**src/rtl/zpu_fw_loader.sv**
```systemverilog
// Firmware stream to ZPU boot-loader bridge: turns one AXI-Stream packet (start address,
// then data words) into acked settings-bus writes with timeout and status reporting.
module zpu_fw_loader #(
    parameter int                    ADDR_WIDTH  = 16,
    parameter int                    DATA_WIDTH  = 32,
    parameter logic [ADDR_WIDTH-1:0] MAX_ADDR    = 16'h7FFC,
    parameter logic [3:0]            SR_ADDR_REG = 4'h0,
    parameter logic [3:0]            SR_DATA_REG = 4'h1,
    parameter int                    ACK_TIMEOUT = 16
) (
    input  logic                  clk,
    input  logic                  rst_n,
    input  logic [DATA_WIDTH-1:0] i_tdata,
    input  logic                  i_tlast,
    input  logic                  i_tvalid,
    output logic                  i_tready,
    output logic                  ldr_stb,
    output logic                  ldr_wea,
    output logic [ADDR_WIDTH-1:0] ldr_addra,
    output logic [DATA_WIDTH-1:0] ldr_dina,
    input  logic                  ldr_acka,
    output logic                  busy,
    output logic                  done,
    output logic                  swapped,
    output logic                  err,
    output logic [1:0]            err_code,
    output logic [13:0]           word_count,
    output logic [DATA_WIDTH-1:0] checksum
);
    localparam int                    TW       = $clog2(ACK_TIMEOUT + 1);
    localparam logic [TW-1:0]         TMO_INIT = TW'(ACK_TIMEOUT - 1);
    localparam logic [DATA_WIDTH-1:0] MAX_EXT  = DATA_WIDTH'(MAX_ADDR);

    typedef enum logic [2:0] {IDLE, ADDR_WR, DATA_WAIT, DATA_WR, GAP, DRAIN} state_t;

    state_t                  state_q, state_d;
    // One spare MSB so the word after MAX_ADDR reads as an overflow instead of wrapping to 0.
    logic [ADDR_WIDTH-3:0]   cur_addr_q, cur_addr_d;
    logic [DATA_WIDTH-1:0]   data_q, data_d;
    logic                    last_q, last_d;
    logic [TW-1:0]           tmo_q, tmo_d;
    logic                    tready_q, tready_d;
    logic                    done_q, done_d;
    logic                    swapped_q, swapped_d;
    logic                    err_q, err_d;
    logic [1:0]              err_code_q, err_code_d;
    logic [13:0]             word_count_q, word_count_d;
    logic [DATA_WIDTH-1:0]   checksum_q, checksum_d;

    logic                    fire;
    logic [ADDR_WIDTH-1:0]   cur_byte;

    assign fire     = i_tvalid && tready_q;
    assign cur_byte = {cur_addr_q, 2'b00};

    always_comb begin
        state_d      = state_q;
        cur_addr_d   = cur_addr_q;
        data_d       = data_q;
        last_d       = last_q;
        tmo_d        = tmo_q;
        done_d       = 1'b0;
        swapped_d    = 1'b0;
        err_d        = 1'b0;
        err_code_d   = err_code_q;
        word_count_d = word_count_q;
        checksum_d   = checksum_q;

        unique case (state_q)
            IDLE: begin
                if (fire) begin
                    word_count_d = '0;
                    checksum_d   = '0;
                    err_code_d   = 2'd0;
                    data_d       = i_tdata;
                    last_d       = 1'b0;
                    if ((i_tdata[1:0] != 2'b00) || (i_tdata > MAX_EXT) || i_tlast) begin
                        err_d      = 1'b1;
                        err_code_d = 2'd1;
                        state_d    = i_tlast ? IDLE : DRAIN;
                    end else begin
                        cur_addr_d = {1'b0, i_tdata[ADDR_WIDTH-2:2]};
                        tmo_d      = TMO_INIT;
                        state_d    = ADDR_WR;
                    end
                end
            end
            ADDR_WR, DATA_WR: begin
                if (ldr_acka) begin
                    state_d = GAP;
                    if (state_q == DATA_WR) begin
                        word_count_d = word_count_q + 14'd1;
                        checksum_d   = checksum_q + data_q;
                        cur_addr_d   = cur_addr_q + 1'b1;
                        swapped_d    = (cur_byte == MAX_ADDR);
                        done_d       = last_q;
                    end
                end else if (tmo_q == '0) begin
                    err_d      = 1'b1;
                    err_code_d = 2'd3;
                    state_d    = (state_q == DATA_WR && last_q) ? IDLE : DRAIN;
                end else begin
                    tmo_d = tmo_q - TW'(1);
                end
            end
            GAP: state_d = last_q ? IDLE : DATA_WAIT;
            DATA_WAIT: begin
                if (fire) begin
                    data_d = i_tdata;
                    last_d = i_tlast;
                    if (cur_byte > MAX_ADDR) begin
                        err_d      = 1'b1;
                        err_code_d = 2'd2;
                        state_d    = i_tlast ? IDLE : DRAIN;
                    end else begin
                        tmo_d   = TMO_INIT;
                        state_d = DATA_WR;
                    end
                end
            end
            DRAIN: if (fire && i_tlast) state_d = IDLE;
            default: state_d = IDLE;
        endcase

        // Ready is registered from the next state so it reads 0 while in reset.
        tready_d = (state_d == IDLE) || (state_d == DATA_WAIT) || (state_d == DRAIN);
    end

    always_ff @(posedge clk or negedge rst_n) begin
        if (!rst_n) begin
            state_q      <= IDLE;
            cur_addr_q   <= '0;
            data_q       <= '0;
            last_q       <= 1'b0;
            tmo_q        <= '0;
            tready_q     <= 1'b0;
            done_q       <= 1'b0;
            swapped_q    <= 1'b0;
            err_q        <= 1'b0;
            err_code_q   <= 2'd0;
            word_count_q <= '0;
            checksum_q   <= '0;
        end else begin
            state_q      <= state_d;
            cur_addr_q   <= cur_addr_d;
            data_q       <= data_d;
            last_q       <= last_d;
            tmo_q        <= tmo_d;
            tready_q     <= tready_d;
            done_q       <= done_d;
            swapped_q    <= swapped_d;
            err_q        <= err_d;
            err_code_q   <= err_code_d;
            word_count_q <= word_count_d;
            checksum_q   <= checksum_d;
        end
    end

    assign i_tready   = tready_q;
    assign ldr_stb    = (state_q == ADDR_WR) || (state_q == DATA_WR);
    assign ldr_wea    = ldr_stb;
    assign ldr_addra  = (state_q == ADDR_WR) ? ADDR_WIDTH'({SR_ADDR_REG, 2'b00}) :
                        (state_q == DATA_WR) ? ADDR_WIDTH'({SR_DATA_REG, 2'b00}) : '0;
    assign ldr_dina   = data_q;
    assign busy       = (state_q != IDLE);
    assign done       = done_q;
    assign swapped    = swapped_q;
    assign err        = err_q;
    assign err_code   = err_code_q;
    assign word_count = word_count_q;
    assign checksum   = checksum_q;

endmodule

```
**config.mk**
```make
export PLATFORM = sky130hd
export DESIGN_NAME = zpu_fw_loader
export DESIGN_NICKNAME = d
export VERILOG_FILES = /design/src/rtl/zpu_fw_loader.sv
export SDC_FILE = /design/constraint.sdc
export NUM_CORES = 1
export LEC_CHECK = 0
export CORE_MARGIN = 2
export CORE_UTILIZATION = 56
export CTS_CLUSTER_DIAMETER = 150
export DETAILED_ROUTE_END_ITERATION = 7
export MAX_ROUTING_LAYER = met4
export PLACE_DENSITY = 0.86
export SYNTH_ARGS = -nofsm -noshare
export SYNTH_HDL_FRONTEND = slang
export SYNTH_SLANG_ARGS = --single-unit
```
**constraint.sdc**
```tcl
create_clock -name clk -period 6 [get_ports clk]
set_clock_uncertainty 0.15 [all_clocks]
set_input_delay 1.2 -clock clk [delete_from_list [all_inputs] [get_ports clk]]
set_output_delay 1.2 -clock clk [all_outputs]
set_load 0.01 [all_outputs]
```
==> results of run 1 <==
cell usage in the layout (no fill, tap or decap), drive strengths merged, types with 12 or more instances in the layout:
cell type,count
nand3,26
a21oi,74
inv,22
clkdlybuf4s50,123
xnor2,18
dfrtp,107
xor2,15
nand2,81
a21o,18
nor2,63
ha,35
conb,15
o21ai,56
o22ai,12
mux2,30
sequential cells by signal, indices dropped and copies added (netlist names):
name / flops
cur_addr_q: 14
tmo_q: 5
err_code: 2
err: 1
done: 1
i_tready: 1
ldr_dina: 32
checksum: 32
swapped: 1
state_q: 3
last_q: 1
word_count: 14
report_power, final:
group | internal [W] | switching, W
clock network | 0.000365 | 0.000276
registers | 0.00101 | 0.000312
logic | 0.00125 | 0.00145
cell type report:
cell class / count / area (um2)
Clock buffer: 11 / 232.7
Clock inverter: 5 / 77.57
Fill cell: 854 / 3288
Inverter: 22 / 82.58
Multi-Input combinational cell: 571 / 3605
Sequential cell: 107 / 2678
Tap cell: 143 / 178.9
Timing Repair Buffer: 129 / 1276
critical path, stage by stage (launching register included):
cell and delay (ps):
dfrtp_1 480, nand2b_1 520, inv_2 520, nand2_1 150, inv_2 100, clkdlybuf4s50_1 530
metal layers:
layer  wire [um]  share of wire [%]
met2        8668                 48
met4         641                3.5
met1        7683                 43
met5           0                  0
met3        1080                6.0
per-stage QoR:
| step | worst slack (ps) | hold WS, ps | power, W |
|---|---|---|---|
| 2_1_floorplan | 3000 | 312.3 | 0.003025 |
| 3_3_place_gp | 1905 | 327.6 | 0.003880 |
| 3_5_place_dp | 1769 | 343.7 | 0.003975 |
| 5_1_grt | 1838 | 372.1 | 0.005005 |
| 4_1_cts | 2030 | 353.1 | 0.004640 |
| 6_report | 1984 | 344.9 | 0.004667 |
cells by family after synthesis:
kind of cell	share of synthesized area (%)
xor+xnor	4.419
other cells	0.05733
flops	40.93
compound gates	20.01
mux	5.470
fa+ha+maj	7.001
simple gates	17.27
buf+inv	4.839
worst paths after layout:
kind	start	endpoint	depth (start not counted)
max reg2reg	ldr_dina[0]	checksum[30]	11
min	tmo_q[0]	tmo_q[0]	1
max	state_q[2]	ldr_addra[2]	5
min in group asynchronous	rst_n	tmo_q[2]	1
max in group asynchronous	rst_n	ldr_dina[19]	2
min reg2reg	tmo_q[0]	tmo_q[0]	1
==> results.md, run 1 <==
* Met2 Usage GRT at 48.81%
* Post CTS Setup Buffer Count at 0
* Busiest grt layer: met2
* GRT Total Usage at 30.32%
* EDFF count, synth at 0
* Maxcap violations at 0
* Design area at just over 0.008 mm2
* Hold crit path type: flop to flop
* Routed vias at 6111
* Die W at 112.1 um
* Vias in the first global route at 6006
* Crit Path Class: flop to output port
* Measured slew at the worst slew-check pin at 1290 ps
* GP Congestion at between 0.9 and 1
* Cell Area, Placed at roughly 0.0078 mm2
* Reg clk slew, reported paths at 70 ps
* DPL Wire Length at about 13000 um
* Total grt overflow at 0
* Grt met1 use at 38.80%
* Crit path required time at about 4700 ps
* DR WL/cell at approximately 18 um
* CTS sink cnt at roughly 110
* Worst-path fanout max at 28
* Largest net degree at the start of global routing at 58
* CP endpoint kind: output port
* Synth warn at 0
* Drt total wl at 18070 um
* Max_slew headroom at between 10 and 15%
* Non-Filler Instances at 988
* DRT antenna net count at 0
* WP data arrival at 2670 ps
* Fin. Hold Viols at 0
* FP Rows at 39
* Clock Root Buffer: clkbuf_16
* Peak supply drop at about 350 uV
* Layout area overhead at 24.29%
* Top cells by area, synth: dfrtp_1, ha_1, a21oi_1, nand2_1, mux2_2
* Initial Utilization at 57.29%
* Outcome: complete, no violations
* Router iterations before antenna repair at 5
* Pwr per Cell Area at roughly 570 mW/mm2
* Synth async-reset ratio at 100.0%
* Slew Limit Fails at 0
* Buffers on Ports at 124
* Max Fclk at 249.0 MHz
* Avg Inst Size Synth at 8.961 um2
* # resized after CTS at 0
* Minimum clock period at 4016 ps
* Htree depth at 3
* CTS Buf Count at 9
* # DRC at 0
* Die area at 0.01256 mm2
* Initial antenna violation count at 0
* Reg-to-reg slack, setup at 2480 ps
* DRT iter0 DRCs at 475
* Top-count cell post-synth: dfrtp_1
* Post-synth top cells: dfrtp_1, nand2_1, a21oi_1, nor2_1
* Static Leak at 3.582 nW
* Vias per cell at 6.185
* Met3 GRT Util at 3.996%
* Layout cells sized above 1 at under 10%
* CTS Hold Bufs at 0
* N_diodes at 0
* Yosys cell types at 69
* Core area at 0.01142 mm2
* RSZ-0062 raised after global routing: no
* Nets at between 900 and 1000
* Register area share after synthesis at 40.93%
* Share of the synthesized area in the top cell type at 40.93%
* Cell count after synthesis at 730
* Die height at 112.1 um
* Worst skew pair latency at approximately 360 ps
* Dpl cells at 972
* Final Core Density at just over 70%
* Largest area contributor in the netlist: dfrtp_1
* CTS Buffer Depth at 2
* I/O pin count at 140
* First-pass GRT wire length at 29870 um
* Setup_tns at 0 ps
* Final setup fails at 0
* Post-synth top flop: dfrtp_1
* Yosys reg bits at 107
* Netlist Area Pre-Place at 0.006541 mm2
* Startpoint types: flop
* CTS tree: yes
* Crit share post-route at between 60 and 70%
No activity file was read; power rests on OpenSTA's default activity.
==> run 2: changes to the inputs <==
--- a/config.mk
+++ b/config.mk
@@ -6,11 +6,11 @@
 export NUM_CORES = 1
 export LEC_CHECK = 0
 export CORE_MARGIN = 2
-export CORE_UTILIZATION = 56
+export CORE_UTILIZATION = 47
 export CTS_CLUSTER_DIAMETER = 150
 export DETAILED_ROUTE_END_ITERATION = 7
 export MAX_ROUTING_LAYER = met4
-export PLACE_DENSITY = 0.86
+export PLACE_DENSITY = 0.77
 export SYNTH_ARGS = -nofsm -noshare
 export SYNTH_HDL_FRONTEND = slang
 export SYNTH_SLANG_ARGS = --single-unit
==> constraint.sdc (replaced) <==
create_clock -name clk -period 3.3 [get_ports clk]
set_clock_uncertainty 0.15 [all_clocks]
set_input_delay 0.66 -clock clk [delete_from_list [all_inputs] [get_ports clk]]
set_output_delay 0.66 -clock clk [all_outputs]
set_load 0.01 [all_outputs]
==> run 2 against run 1 <==
  * Critical path depth increased by 4
  * Clock power increased by 79%
  * Setup slack got worse by 1800 ps
  * Hold slack got worse by 180 ps
  * Register-to-register slack got worse by 2300 ps
  * Global-route usage decreased by 5.5 points
  * Die area increased by 18%
  * Total power increased by 83%
  * Combinational power increased by 84%
==> results.md, run 2 (synthesized netlist as in run 1, its figures left out) <==
* Buffers on Ports at 124
* Htree depth at 3
* Total grt overflow at 0
* Most frequent cells in the layout: clkdlybuf4s50_1, dfrtp_1, nand2_1, a21oi_1, nor2_1
* Multi-input gate area at 0.003625 mm2
* CTS sink cnt at 107
* Initial Utilization at 47.68%
* Sequential Power Share at between 20 and 30%
* Vias per cell at around 5.7
* Drt total wl at 17310 um
* Setup_tns at 0 ps
* N_diodes at 0
* DR WL/cell at approximately 17 um
* Crit path required time at ~3400 ps
* Commonest non-fill, non-tap cell in the layout: clkdlybuf4s50_1
* # DRC at 0
* Layout cells sized above 1 at 8.488%
* Clock Root Buffer: clkbuf_16
* Total power at 0.008526 W
* Initial antenna violation count at 0
* # resized after CTS at 0
* Router iterations before antenna repair at 6
* Filler cells at 1191
* Vias in the first global route at 5466
* Dpl cells at 1024
* Largest net degree at the start of global routing at 46
* CP bufs+invs at 0
* Non-Filler Instances at between 1000 and 1500
* CTS Buf Count at 9
* I/O pin count at 140
* Nets at 928
* Minimum clock period at between 3000 and 4000 ps
* Clock network power share at 13.5%
* Switching share of total power at 43.13%
* Pwr per Cell Area at 1023 mW/mm2
* Core area at 0.01372 mm2
* CP endpoint kind: flop
* Layout area overhead at 27.43%
* Crit path largest cell delay at 470 ps
* DPL Wire Length at 12920 um
* FP Rows at 43
* Die area at 0.01488 mm2
* Switching power at between 0.003 and 0.004 W
* Reg clk slew, reported paths at 60 ps
* CTS tree: yes
* Worst-path fanout max at 7
* Worst skew pair latency at 360 ps
* DRT antenna net count at 0
* Largest delay share family, worst path: compound AO/OA/AOI/OAI gates
* Startpoint types: flop
* Die W at 122.0 um
* Die height at 122.0 um
* Routed vias at 5892
* CTS Buffer Depth at 2
* Worst-path cell chain: ha_1, a21oi_4, o21ai_2, a221o_1, a21o_1, and2_0, o311a_1, or4_1, a32o_1
* GRT Total Usage at 24.78%
* Crit Path Class: flop to flop
* CTS Hold Bufs at 0
* First-pass GRT wire length at 27930 um
* Final setup fails at 0
* Measured slew at the worst slew-check pin at 875.1 ps
* Static Leak at 3.686 nW
* RSZ-0062 raised after global routing: no
* Crit share post-route at 93.74%
* Max Fclk at around 320 MHz
* P_int at 0.004849 W
* Maxcap violations at 0
* Slew Limit Fails at 0
* DRT iter0 DRCs at 433
* Max_slew headroom at 40.84%
* Combinational share of power at 58.3%
* GP Congestion at slightly above 0.9
* Post CTS Setup Buffer Count at 0
* Outcome: complete, no violations
* Final WS setup at 206.7 ps
* Fin. Hold Viols at 0
* Peak supply drop at 498.1 uV
* FF/Latch Area at 0.002678 mm2
* Critical-path top delay cell: or4_1
* Pre-CTS WS at 25.87 ps
* Hold crit path type: primary input to async pin
* WP data arrival at 3190 ps
## run 2: per-layer routing
| layer | part of all wire (%) | global-route usage [%] | wire length [um] |
|---|---|---|---|
| met1 | 45 | 32.92 | 7807 |
| met3 | 7.0 | 4.307 | 1210 |
| met4 | 2.0 | 9.124 | 346 |
| met5 | 0 | - | 0 |
| met2 | 46 | 38.20 | 7950 |
## run 2: worst paths after layout
| kind | startpoint | cells after the start | end | slack [ps] |
|---|---|---|---|---|
| min | rst_n | 1 | ldr_dina[6] | 160 |
| max | ldr_dina[17] | 9 | checksum[30] | 210 |
| min in group clk | tmo_q[0] | 1 | tmo_q[0] | 370 |
| max reg2reg | ldr_dina[17] | 9 | checksum[30] | 210 |
| max in group asynchronous | rst_n | 2 | ldr_dina[0] | 2210 |
| min reg2reg | tmo_q[0] | 1 | tmo_q[0] | 370 |
## run 2: metrics by stage
stage / utilization [%] / area (um2) / hold WS [ps]
floorplan: - / 6594 / 214.4
detailed placement: 58.25 / 7991 / 358.3
finish: 60.76 / 8335 / 161.2
global placement: 58.25 / 7991 / 345.3
CTS: 60.61 / 8315 / 168.5
global route: 60.76 / 8335 / 213.4
## run 2: power by group through the flow
stage / sequential (W) / combinational (W) / clock [W]
after floorplan: 0.00243 / 0.00307 / 0
after global placement: 0.00241 / 0.00484 / 0
after detailed placement: 0.00241 / 0.00488 / 0
after CTS: 0.00240 / 0.00493 / 0.00118
after global routing: 0.00247 / 0.00546 / 0.00123
final: 0.00240 / 0.00497 / 0.00115
## run 2: worst register-to-register path, cell delays in order (launching register included)
cell and delay, ps:
dfrtp_1 400, ha_1 420, a21oi_4 210, o21ai_2 90, a221o_1 320, a21o_1 190
and2_0 150, o311a_1 330, or4_1 470, a32o_1 260
## run 2: cell type report
cell class / count / share of cell area, %
Multi-Input combinational cell: 571 / 43.49
Sequential cell: 107 / 32.12
Timing Repair Buffer: 144 / 16.81
Clock buffer: 13 / 3.362
Tap cell: 180 / 2.702
Inverter: 22 / 0.9907
Clock inverter: 3 / 0.5254
==> run 3: changes to the inputs <==
--- a/config.mk
+++ b/config.mk
@@ -10,7 +10,7 @@
 export CTS_CLUSTER_DIAMETER = 150
 export DETAILED_ROUTE_END_ITERATION = 7
 export MAX_ROUTING_LAYER = met4
-export PLACE_DENSITY = 0.77
+export PLACE_DENSITY = 0.78
 export SYNTH_ARGS = -nofsm -noshare
 export SYNTH_HDL_FRONTEND = slang
 export SYNTH_SLANG_ARGS = --single-unit
==> run 3 against run 2 <==
  * Sequential power about the same
  * Maximum frequency decreased by 0.83%
  * Global-route usage increased by 0.44 points
  * Critical endpoint unchanged
  * Highest routed layer unchanged
==> results.md, run 3 (synthesized netlist as in run 1, its figures left out) <==
* Outcome: complete, no violations
* Setup_tns at 0 ps
* Clock Root Buffer: clkbuf_16
* Router iterations before antenna repair at 5
* Most frequent cells in the layout: clkdlybuf4s50_1, dfrtp_1, nand2_1, a21oi_1, nor2_1
* CTS Buf Count at 9
* GRT Total Usage at 25.22%
* Layout cells sized above 1 at 8.498%
* Filler cells at 1199
* CTS sink cnt at 107
* DRT iter0 DRCs at approximately 430
* Startpoint types: flop
* N_diodes at 0
* Fin. Hold Viols at 0
* FP Rows at 43
* Vias in the first global route at 5585
* WP data arrival at 3220 ps
* Slew Limit Fails at 0
* Hold crit path type: primary input to async pin
* DPL Wire Length at around 13000 um
* Largest net degree at the start of global routing at 44
* Die height at 122.0 um
* Worst skew pair latency at 360 ps
* Layout area overhead at 27.87%
* Crit share post-route at between 90% and 100%
* Non-Filler Instances at 1039
* Routed vias at 5928
* Vias per cell at 5.705
* Static Leak at 3.687 nW
* Die area at 0.01488 mm2
* Worst-path fanout max at 7
* Nets at 928
* CP endpoint kind: flop
* CTS tree: yes
* Post CTS Setup Buffer Count at 0
* Commonest non-fill, non-tap cell in the layout: clkdlybuf4s50_1
* Initial antenna violation count at 0
* CTS Hold Bufs at 0
* Reg clk slew, reported paths at approximately 70 ps
* Drt total wl at 17510 um
* Dpl cells at 1024
* CTS Buffer Depth at 2
* # resized after CTS at 0
* Final setup fails at 0
* Measured slew at the worst slew-check pin at 599.2 ps
* Die W at 122.0 um
* Crit Path Class: flop to flop
* Minimum clock period at 3119 ps
* Buffers on Ports at 124
* Htree depth at 3
* Initial Utilization at 47.68%
* Core area at 0.01372 mm2
* Maxcap violations at 0
* Max Fclk at 320.6 MHz
* I/O pin count at 140
* First-pass GRT wire length at 28840 um
* RSZ-0062 raised after global routing: no
* Max_slew headroom at 60.05%
* DR WL/cell at 16.86 um
* DRT antenna net count at 0
* Total grt overflow at 0
* Crit path required time at approximately 3400 ps
* Pwr per Cell Area at 1033 mW/mm2
* Peak supply drop at approximately 530 uV
* # DRC at 0
* GP Congestion at 0.9315
run 3: per-layer routing:
| metal | GRT usage [%] | wire, um | vias up | part of all wire [%] |
|---|---|---|---|---|
| met3 | 3.699 | 1031 | 23 | 5.9 |
| li1 | - | - | 2840 | - |
| met1 | 36.11 | 8369 | 2874 | 48 |
| met2 | 38.02 | 7859 | 191 | 45 |
| met4 | 5.819 | 252 | 0 | 1.4 |
| met5 | - | 0 | - | 0 |
run 3: power by group:
part	switching, W	internal, W
Sequential	0.000562	0.00185
Combinational	0.00265	0.00233
Clock	0.000490	0.000760
run 3: area by class of cell:
class,instances,area (um2),share of cell area (%)
timing repair buffer,144,1401,16.75
clock buffer,11,242.7,2.902
inverter,22,82.58,0.9873
multi-input combinational,571,3636,43.47
sequential,107,2678,32.01
clock inverter,4,98.84,1.182
tap,180,225.2,2.693
run 3: worst max-delay path, cell delays in order, from the launching register on:
cell and delay, ps:
dfrtp_1 390, ha_1 420, a21oi_4 210, o21ai_2 90
a221o_1 320, a21o_1 190, and2_0 150, o311a_1 340
or4_1 480, a32o_1 260
run 3: through the flow:
stage / setup WS [ps] / hold WS, ps / util (%) / power [W] / cell area [um2]
final: 180.8 / 149.3 / 60.97 / 0.008641 / 8364
after global routing: 8.832 / 196.1 / 60.97 / 0.009305 / 8364
after CTS: 68.05 / 177.7 / 60.74 / 0.008588 / 8333
after detailed placement: 24.81 / 353.4 / 58.25 / 0.007299 / 7991
after global placement: 48.72 / 349.2 / 58.25 / 0.007237 / 7991
after floorplan: 309.6 / 214.4 / - / 0.005499 / 6594
run 3: worst paths after layout:
kind | startpoint | to | slack (ps) | cells after the start
setup / recovery | ldr_dina[17] | checksum[30] | 180 | 9
hold / removal | rst_n | cur_addr_q[5] | 150 | 1
setup reg to reg | ldr_dina[17] | checksum[30] | 180 | 9
hold reg to reg | tmo_q[0] | tmo_q[0] | 370 | 1
max in group asynchronous | rst_n | ldr_dina[15] | 2080 | 2
min in group clk | tmo_q[0] | tmo_q[0] | 370 | 1
